--- config.mk ---
export PLATFORM = sky130hd
export DESIGN_NAME = incr_seq_ctrl
export DESIGN_NICKNAME = d
export VERILOG_FILES = /design/src/rtl/incr_seq_ctrl.sv
export SDC_FILE = /design/constraint.sdc
export NUM_CORES = 1
export LEC_CHECK = 0
export ABC_CLOCK_PERIOD_IN_PS = 1800
export BUFFER_PORTS_ARGS = -buffer_cell sky130_fd_sc_hd__buf_4
export CAP_MARGIN = 30
export CORE_MARGIN = 5
export CORE_UTILIZATION = 47
export DETAILED_ROUTE_END_ITERATION = 8
export PLACE_DENSITY = 0.82
export SLEW_MARGIN = 10
export SYNTH_ARGS = -nofsm -noshare
export SYNTH_HDL_FRONTEND = slang
export SYNTH_SLANG_ARGS = --single-unit
--- constraint.sdc ---
create_clock -name clk -period 1.8 [get_ports clk]
set_input_delay 0.09 -clock clk [delete_from_list [all_inputs] [get_ports clk]]
set_output_delay 0.09 -clock clk [all_outputs]
set_load 0.05 [all_outputs]
--- src/rtl/incr_seq_ctrl.sv ---
// Sequential controller around an external combinational incrementer.
// Provides start/stop/load control, a terminal limit, wrap or one-shot mode and an err flag.
module incr_seq_ctrl #(
  parameter int unsigned WIDTH = 4
) (
  input  logic             clk,
  input  logic             rst,
  input  logic             start,
  input  logic             stop,
  input  logic             load,
  input  logic [WIDTH-1:0] load_val,
  input  logic [WIDTH-1:0] limit,
  input  logic             wrap_en,
  output logic [WIDTH-1:0] inc_in,
  input  logic [WIDTH-1:0] inc_out,
  output logic [WIDTH-1:0] count,
  output logic             busy,
  output logic             done,
  output logic             carry,
  output logic             err
);

  typedef enum logic [1:0] {StIdle, StRun, StDone} state_e;

  state_e           state_q, state_d;
  logic [WIDTH-1:0] count_q, count_d;
  logic [WIDTH-1:0] count_inc;
  logic             carry_q, carry_d;
  logic             err_q, err_d;
  logic             busy_q, done_q;

  // Reference value used only to cross-check the external incrementer.
  assign count_inc = count_q + WIDTH'(1);

  always_comb begin
    state_d = state_q;
    count_d = count_q;
    carry_d = 1'b0;
    err_d   = err_q;
    unique case (state_q)
      StIdle: begin
        if (load) begin
          count_d = load_val;
        end else if (start) begin
          state_d = StRun;
        end
      end
      StRun: begin
        if (stop) begin
          state_d = StIdle;
        end else if (count_q == limit) begin
          if (wrap_en) begin
            count_d = '0;
            carry_d = 1'b1;
          end else begin
            state_d = StDone;
          end
        end else begin
          count_d = inc_out;
          if (inc_out != count_inc) begin
            err_d = 1'b1;
          end
        end
      end
      StDone: begin
        if (load) begin
          count_d = load_val;
          state_d = StIdle;
        end else if (start) begin
          count_d = '0;
          state_d = StRun;
        end
      end
      default: state_d = StIdle;
    endcase
  end

  always_ff @(posedge clk) begin
    if (rst) begin
      state_q <= StIdle;
      count_q <= '0;
      carry_q <= 1'b0;
      err_q   <= 1'b0;
      busy_q  <= 1'b0;
      done_q  <= 1'b0;
    end else begin
      state_q <= state_d;
      count_q <= count_d;
      carry_q <= carry_d;
      err_q   <= err_d;
      busy_q  <= (state_d == StRun);
      done_q  <= (state_d == StDone);
    end
  end

  assign inc_in = count_q;
  assign count  = count_q;
  assign busy   = busy_q;
  assign done   = done_q;
  assign carry  = carry_q;
  assign err    = err_q;

endmodule

==> results of run 1 <==
[synthesized netlist by cell type, drive strengths merged]
cell	count
ha	5
a21oi	6
xnor2	8
a32o	4
nand2	4
nor3b	3
a311oi	2
buf	5
nor2	3
nor2b	2
nor3	8
a22oi	1
nand3	1
a211oi	6
and2	1
o21ai	3
or2	1
dfxtp	10
nand4	1
xor2	1
inv	8
[final cells by class]
type | count | area share, %
multi-input cells | 60 | 49.5
repair buffers | 31 | 22.5
flip-flops and latches | 10 | 19.7
clock buffers | 4 | 3.50
inverters | 8 | 2.90
well taps | 16 | 1.93
[registers in the layout (all words and copies together) (netlist names)]
register	flops
busy	1
carry	1
count	4
done	1
err	1
state_q	2
[report_power, final]
group,internal [W],total (W),switching [W]
Combinational,0.000140,0.000348,0.000207
Sequential,0.000240,0.000262,0.0000214
Clock,0.000123,0.000197,0.0000743
Total,0.000503,0.000806,0.000303
[cell families (layout without fill, tap and decap cells)]
| logic type | Yosys count | after routing |
|---|---|---|
| and+or+nand+nor | 24 | 24 |
| AOI/OAI and AO/OA | 22 | 22 |
| buffers and inverters | 13 | 43 |
| DFF | 10 | 10 |
| xor gates and xnor gates | 9 | 9 |
| adders and majority gates | 5 | 5 |
[metrics by stage]
step,area [µm²],total power [W]
2_1_floorplan,761,0.000514
3_3_place_gp,980,0.000604
3_5_place_dp,980,0.000609
4_1_cts,1020,0.000812
5_1_grt,1040,0.000865
6_report,1040,0.000806
[worst reg2reg max path: stages (launching register included)]
cell and delay (ns):
dfxtp_1 0.40, inv_1 0.10, ha_1 0.30, and2_1 0.21, a32o_1 0.28, nor3_2 0.22
a211oi_2 0.06
[final timing paths]
check	from	endpoint	cells past startpoint
max	state_q[1]	count[1]	6
min	rst	count[2]	2
max reg2reg	state_q[1]	count[1]	6
min reg2reg	count[2]	count[2]	2
[repair_timing]
item | CTS | global route
resized for setup | 0 | 7
hold endpoints to repair | 0 | 0
endpoints found under the setup margin | 0 | 6
[layer usage]
metal | part of all wire (%) | up-vias | track usage [%]
li1 | - | 356 | -
met5 | 0 | - | 0
met4 | 0.56 | 0 | 3.93
met3 | 8.9 | 2 | 7.10
met1 | 40 | 322 | 16.8
met2 | 51 | 23 | 27.6
==> summary.txt, run 1 <==
Status
  – Status: complete, no violations

Global route
  – GR Overflow Total: 0
  – Vias in the first global route: 736
  – First-pass GRT wire length: 3.15 mm
  – Initial antenna violation count: 0
  – GRT Total Usage: 15.7%
  – Pin count of the biggest net entering global routing: 11

Drt
  – Initial DRC count: 5
  – Antenna viol nets, final: 0
  – Total wire length: 1.78 mm
  – Vias: 703
  – Via density: 5.45
  – Drt first pass iters: 3
  – Wire length per cell: 13.8 µm
  – Detailed-route DRC error count: 0

Yosys
  – Synth top area share: 26.4%
  – Post-synthesis mux area share: 0%
  – Yosys cell types: 27
  – Largest family of logic cells by synthesized area: compound AO/OA/AOI/OAI gates
  – FF+latch count, synth: 10
  – Post-synth top area cell: dfxtp_1
  – Sequential fraction of the synthesis area: 26.4%
  – Avg Cell Area, Syn: 9.14 µm²
  – Cell area after synthesis: 758 µm²
  – Synth Area in Simple Gates: 21.0%
  – Synth warn: 0
  – Post-Synth Adder-Cell Area: 8.25%
  – Main area contributors after synthesis: dfxtp_1, ha_1, xnor2_1
  – Syn Nets: 106
  – Synth Area in Compound Gates: 24.6%
  – Xor and xnor area share after synthesis: 11.4%
  – Mapped Cells: 83

Floorplanning
  – I/O pins: 30
  – Core Footprint: 1520 µm²
  – Die ar.: 2520 µm²
  – Row cnt: 14
  – Chip width: 50.2 µm
  – Die height: 50.2 µm
  – Initial Util: 49.8%

Timing
  – Setup TNS: 0 ns
  – Period minus WS final: 1.67 ns
  – Slew @ Worst Pin: 0.334 ns
  – Final setup vio count: 0
  – Post-Route Skew: 0.00638 ns
  – Final Hold Vio Count: 0
  – Fmax achieved: 599 MHz
  – Max-slew violations: 0
  – Worst setup margin: 0.131 ns
  – Final Cycle Share: 92.7%
  – Hold slack: 0.0704 ns
  – Unrepaired setup endpoints after global routing: false
  – Slew margin rel.: 77.6%

Placed design
  – Port buffer count: 29
  – Post-DP HPWL: 1.45 mm
  – GPL Wtd Cong: 0.897
  – Place WS: 0.0261 ns
  – Dpl cells: 125

Power and ir drop
  – Leak Pwr: 0.442 nW
  – Pwr dens: 778 nW/µm²
  – Maximum vdd drop: 0.729 mV

Critical path
  – Worst path slowest cell: dfxtp_1
  – CP Cell Sequence: inv_1, ha_1, and2_1, a32o_1, nor3_2, a211oi_2
  – Crit path arrival time: 1.82 ns
  – Delay-heaviest family, CP: simple AND/OR/NAND/NOR gates
  – Max incr delay on CP: 0.40 ns
  – WS Path Type: register to register
  – Worst path required time: 1.95 ns
  – R2r setup slk: 0.13 ns
  – Critical path peak fanout: 4
  – CP endpoint kind: register
  – Buf/Inv on CP: 1
  – CP Launch Type: register

Clock tree
  – Clock Tree Root: clkbuf_4
  – H-tree Lvls: 1
  – CTS Buffer Depth: 2
  – Post-CTS Setup Repair Bufs: 0
  – CTS tree: built
  – CTS Sinks: 10
  – Cts bufs inserted: 3
  – Clk Latency, worst-skew pair: 0.26 ns
  – Hold Buf Count CTS: 0
  – Clock slew at reported path FFs: 0.07 ns

Cells and area
  – Filler Cells Inserted: 134
  – Area growth, synth to finish: 36.6%
  – Register Area: 204 µm²
  – Share of layout cells above drive strength 1: 47.8%
  – Layout Cells excl Fill: 129
  – Fin util: 68.0%
  – Most frequent cells in the layout: buf_4, inv_1, xnor2_1, dfxtp_1
  – Nets@finish: 137
  – Area of the multi-input gates: 513 µm²
  – Antenna cell count: 0
  – Most common cell after layout, fill and taps aside: buf_4

Flow run
  – Max-Cap Viols: 0

Min path
  – Hold Crit Class: input port to register
Note: power is estimated with default switching activity, not from simulation.
==> run 2, diff against run 1 <==
--- a/config.mk
+++ b/config.mk
@@ -11,8 +11,8 @@
 export CORE_MARGIN = 5
 export CORE_UTILIZATION = 47
 export DETAILED_ROUTE_END_ITERATION = 8
-export PLACE_DENSITY = 0.82
-export SLEW_MARGIN = 10
+export PLACE_DENSITY = 0.78
+export SLEW_MARGIN = 0
 export SYNTH_ARGS = -nofsm -noshare
 export SYNTH_HDL_FRONTEND = slang
 export SYNTH_SLANG_ARGS = --single-unit
==> run 2 against run 1 <==
  * Worst setup slack worse by 0.0056 ns
  * Combinational power hardly changed
  * Non-clock buffer count unchanged
  * Routed wire length rose by 1.7%
  * Register-to-register slack is essentially flat
  * Utilization decreased by 1.3 points
  * Largest power group unchanged
  * Critical path depth is 1 higher
  * Sequential power barely moved
  * Die area unchanged
==> summary.txt, run 2 (synthesized netlist as in run 1, its figures left out) <==
Global route
  – First-pass GRT wire length: 2.94 mm
  – Pin count of the biggest net entering global routing: 11
  – GR Overflow Total: 0
  – Vias in the first global route: 666
  – GRT Total Usage: 14.8%
  – Initial antenna violation count: 0

Critical path
  – Worst path required time: 1.99 ns
  – Critical path peak fanout: 5
  – CP Launch Type: register
  – CP endpoint kind: register
  – Crit path arrival time: 1.86 ns
  – WS Path Type: register to register
  – Critical Path Source: state_q[1]
  – RR Startpoint: state_q[1]

Floorplanning
  – Chip width: 50.2 µm
  – Core Footprint: 1520 µm²
  – Row cnt: 14
  – Initial Util: 49.8%
  – Die ar.: 2520 µm²
  – Die height: 50.2 µm
  – I/O pins: 30

Timing
  – Slew @ Worst Pin: 0.302 ns
  – Hold slack: 0.0756 ns
  – Final setup vio count: 0
  – Worst setup margin: 0.126 ns
  – Period minus WS final: 1.67 ns
  – Final Hold Vio Count: 0
  – Setup TNS: 0 ns
  – Fmax achieved: 597 MHz
  – Final Cycle Share: 93.0%
  – Slew margin rel.: 79.8%
  – Post-Route Skew: 0.00558 ns
  – Max-slew violations: 0

Power and ir drop
  – Leak Pwr: 0.435 nW
  – Pwr dens: 746 nW/µm²
  – Seq pwr share: 34.6%
  – Maximum vdd drop: 0.421 mV
  – Internal power: 0.000457 W
  – Psw: 0.000301 W
  – Clock power frac: 19.8%
  – Switching share of power: 39.7%
  – Comb pwr share: 45.6%

Min path
  – Hold path start: rst
  – Hold Crit Class: input port to register

Placed design
  – Place WS: 0.0186 ns
  – Dpl cells: 125
  – Port buffer count: 29
  – Post-DP Area: 980 µm²
  – GPL Wtd Cong: 0.880
  – Post-DP HPWL: 1.46 mm

Clock tree
  – Clock slew at reported path FFs: 0.06 ns
  – H-tree Lvls: 1
  – Clock Tree Root: clkbuf_4
  – Hold Buf Count CTS: 0
  – CTS Buffer Depth: 2
  – CTS tree: built
  – Clk Latency, worst-skew pair: 0.26 ns
  – Cts bufs inserted: 3
  – CTS Sinks: 10

Cells and area
  – Most common cell after layout, fill and taps aside: buf_4
  – Share of layout cells above drive strength 1: 46.4%
  – Antenna cell count: 0
  – Nets@finish: 137
  – Area growth, synth to finish: 34.0%
  – Layout Cells excl Fill: 128
  – Most frequent cells in the layout: buf_4, inv_1, xnor2_1, nor3_1
  – Finished Cell Area: 1020 µm²
  – Number of flip-flops in the largest register: 4

Flow run
  – Max-Cap Viols: 0

Drt
  – Wire length per cell: 14.1 µm
  – Via density: 5.51
  – Vias: 705
  – Initial DRC count: 5
  – Total wire length: 1.81 mm
  – Antenna viol nets, final: 0
  – Detailed-route DRC error count: 0
  – Drt first pass iters: 4

Status
  – Status: complete, no violations
-- run 2: cell count changes in the layout (fill, tap and decap cells not counted) --
cell / previous run / this run
clkbuf_8: 1 / 0
dfxtp_1: 7 / 6
dfxtp_2: 3 / 4
ha_1: 4 / 5
ha_2: 1 / 0
nor3_1: 6 / 7
nor3_2: 2 / 1
-- run 2: path summary, 6_finish.rpt --
path         cells past startpoint        to  slack (ns)
min                              2  count[2]        0.08
max                              7      done        0.13
max reg2reg                      7      done        0.13
min reg2reg                      2  count[2]        0.53
-- run 2: area by class of cell --
cell class | count | area [µm²]
fill | 130 | 508
multi-input combinational | 60 | 505
timing repair buffer | 31 | 233
sequential | 10 | 205
inverter | 8 | 30.0
clock buffer | 3 | 22.5
tap | 16 | 20.0
-- run 2: critical path, stage by stage (launching register included) --
cell and delay (ns):
dfxtp_2 0.36, inv_1 0.07, ha_1 0.22, nor2b_2 0.19, a21oi_1 0.17, nor3_1 0.07, a311oi_2 0.31, nor3b_2 0.21
-- run 2: repair_timing --
item | CTS | global route
endpoints found under the hold margin | 0 | 0
resized for setup | 0 | 6
buffers inserted | 0 | 0
setup endpoints to repair | 0 | 6
-- run 2: layer usage --
metal  share of wire [%]  global-route usage (%)
met5                   0                       0
met4                0.33                    6.55
met3                 9.1                    4.14
met2                  49                    23.2
met1                  42                    18.6
-- run 2: power groups by stage --
| stage | clock [W] | sequential [W] | combinational [W] |
|---|---|---|---|
| after floorplan | 0 | 0.000318 | 0.000195 |
| after global placement | 0 | 0.000266 | 0.000339 |
| after detailed placement | 0 | 0.000267 | 0.000342 |
| after CTS | 0.000155 | 0.000262 | 0.000343 |
| after global routing | 0.000163 | 0.000265 | 0.000369 |
| final | 0.000150 | 0.000262 | 0.000346 |
-- run 2: through the flow --
stage	util [%]	power, W
after floorplan	-	0.000514
after global placement	64.3	0.000605
after detailed placement	64.3	0.000609
after CTS	65.8	0.000760
after global routing	66.7	0.000798
final	66.7	0.000758
==> run 3, diff against run 2 <==
--- a/config.mk
+++ b/config.mk
@@ -12,6 +12,7 @@
 export CORE_UTILIZATION = 47
 export DETAILED_ROUTE_END_ITERATION = 8
 export PLACE_DENSITY = 0.78
+export REMOVE_ABC_BUFFERS = 1
 export SLEW_MARGIN = 0
 export SYNTH_ARGS = -nofsm -noshare
 export SYNTH_HDL_FRONTEND = slang
==> run 3 against run 2 <==
  * Total power rose by 6.9%
  * Utilization up 1.4 points
  * Non-clock buffer count increased by 2
  * First-iteration DRC count grew 40%
  * Count of clock-buffer cells in the layout grew 1
  * Sequential cell count is the same
  * Die area unchanged
  * Register-to-register slack about the same
  * Worst setup slack worse by 0.0047 ns
  * Combinational power grew 4%
  * Routed wire length down 3.0%
  * Worst hold slack better by 0.011 ns
  * Critical path type unchanged
  * Largest power group unchanged
==> summary.txt, run 3 (synthesized netlist as in run 1, its figures left out) <==
Drt
  – Vias: 720
  – Wire length on met2: 898 µm
  – Drt first pass iters: 4
  – Wire length per cell: 13.4 µm
  – Total wire length: 1.76 mm
  – Detailed-route DRC error count: 0
  – Via density: 5.50
  – WL met3: 138 µm
  – Antenna viol nets, final: 0
  – Highest Signal Layer: met3
  – WL met1: 719 µm
  – Initial DRC count: 7

Clock tree
  – CTS Buffer Depth: 2
  – Clock slew at reported path FFs: 0.06 ns
  – CTS Sinks: 10
  – Cts bufs inserted: 3
  – Clk Latency, worst-skew pair: 0.26 ns
  – H-tree Lvls: 1
  – Clock Tree Root: clkbuf_4
  – CTS tree: built

Critical path
  – CP Cell Sequence: inv_1, ha_1, and2_1, a32o_1, nor3_2, a211oi_2
  – CP Launch Type: register
  – R2r setup slk: 0.12 ns
  – Worst path required time: 1.95 ns
  – Worst path slowest cell: dfxtp_2
  – WS Path Type: register to register
  – RR Startpoint: state_q[0]
  – Delay-heaviest family, CP: simple AND/OR/NAND/NOR gates
  – RR Endpoint: count[1]
  – Crit path arrival time: 1.83 ns
  – Buf/Inv on CP: 1
  – CP endpoint kind: register
  – Reg2Reg Depth: 6
  – Max incr delay on CP: 0.38 ns
  – Critical path peak fanout: 5

Timing
  – Hold slack: 0.0868 ns
  – Post-Route Skew: 0.000291 ns
  – Period minus WS final: 1.68 ns
  – Fmax achieved: 596 MHz
  – Max-slew violations: 0
  – Slew @ Worst Pin: 0.369 ns
  – Final Cycle Share: 93.3%
  – Setup TNS: 0 ns
  – Unrepaired setup endpoints after global routing: false
  – Final setup vio count: 0
  – Slew margin rel.: 75.2%
  – Final Hold Vio Count: 0

Floorplanning
  – Initial Util: 49.8%
  – Die ar.: 2520 µm²
  – Die height: 50.2 µm
  – Row cnt: 14
  – Chip width: 50.2 µm
  – Core Footprint: 1520 µm²
  – I/O pins: 30

Power and ir drop
  – Pwr dens: 781 nW/µm²
  – Pwr Total: 0.000810 W
  – Leak Pwr: 0.450 nW
  – Maximum vdd drop: 0.573 mV

Cells and area
  – Most frequent cells in the layout: buf_4, dfxtp_1, inv_1, xnor2_1, nor3_1
  – Finished Cell Area: 1040 µm²
  – Antenna cell count: 0
  – Share of layout cells above drive strength 1: 44.3%
  – Area growth, synth to finish: 36.8%
  – Most common cell after layout, fill and taps aside: buf_4
  – Nets@finish: 139
  – Number of flip-flops in the largest register: 4

Placed design
  – Post-DP Area: 992 µm²
  – GPL Wtd Cong: 0.867
  – Port buffer count: 29
  – Post-DP HPWL: 1.43 mm

Global route
  – Initial antenna violation count: 0
  – GRT Total Usage: 14.4%
  – GR Overflow Total: 0
  – First-pass GRT wire length: 2.95 mm
  – Vias in the first global route: 679
  – Pin count of the biggest net entering global routing: 11

Status
  – Status: complete, no violations

Min path
  – Hold Crit Depth: 2
  – Hold path start: rst
  – Hold Crit Class: input port to register
  – Worst Hold Path EP: count[3]

Flow run
  – Max-Cap Viols: 0
## run 3: how the worst max path moves through the flow
| stage | startpoint | to | slack [ns] | cells after the start |
|---|---|---|---|---|
| floorplan | count[0] | count[1] | -0.34 | 5 |
| global placement | state_q[0] | count[1] | 0.03 | 6 |
| detailed placement | state_q[0] | count[1] | 0.001 | 6 |
| CTS | state_q[0] | count[1] | 0.02 | 7 |
| global route | state_q[0] | count[2] | 0.008 | 7 |
| finish | state_q[0] | count[1] | 0.12 | 6 |
## run 3: power by group
part / switching, W / internal, W / total [W]
combinational: 0.000214 / 0.000146 / 0.000360
sequential: 0.0000132 / 0.000239 / 0.000252
clock: 0.0000758 / 0.000123 / 0.000198
total: 0.000303 / 0.000507 / 0.000810
## run 3: stage by stage
| step | util [%] | setup slack [ns] | cells |
|---|---|---|---|
| 2_1_floorplan | - | -0.345 | 78 |
| 3_3_place_gp | 65.1 | 0.0268 | 127 |
| 3_5_place_dp | 65.1 | 0.00146 | 127 |
| 4_1_cts | 67.8 | 0.0167 | 131 |
| 5_1_grt | 68.1 | 0.00839 | 131 |
| 6_report | 68.1 | 0.121 | 131 |
## run 3: repair_timing
| item | in CTS | in global routing |
|---|---|---|
| endpoints found under the setup margin | 1 | 5 |
| hold endpoints to repair | 0 | 0 |
| gates resized for setup | 1 | 3 |
| pin swaps | 0 | 0 |
| setup buffers | 0 | 0 |
| hold buffers | 0 | 0 |
## run 3: cell type report
class | count | area [µm²]
clock buffers | 4 | 36.3
repair buffers | 33 | 248
fillers | 137 | 487
inverters | 8 | 30.0
multi-input cells | 60 | 502
flip-flops and latches | 10 | 201
well taps | 16 | 20.0
## run 3: metal layers
| metal | up-vias | global-route usage (%) |
|---|---|---|
| met4 | 0 | 2.62 |
| met2 | 25 | 26.6 |
| met3 | 0 | 5.03 |
| met1 | 335 | 15.7 |
| li1 | 360 | - |
| met5 | - | 0 |
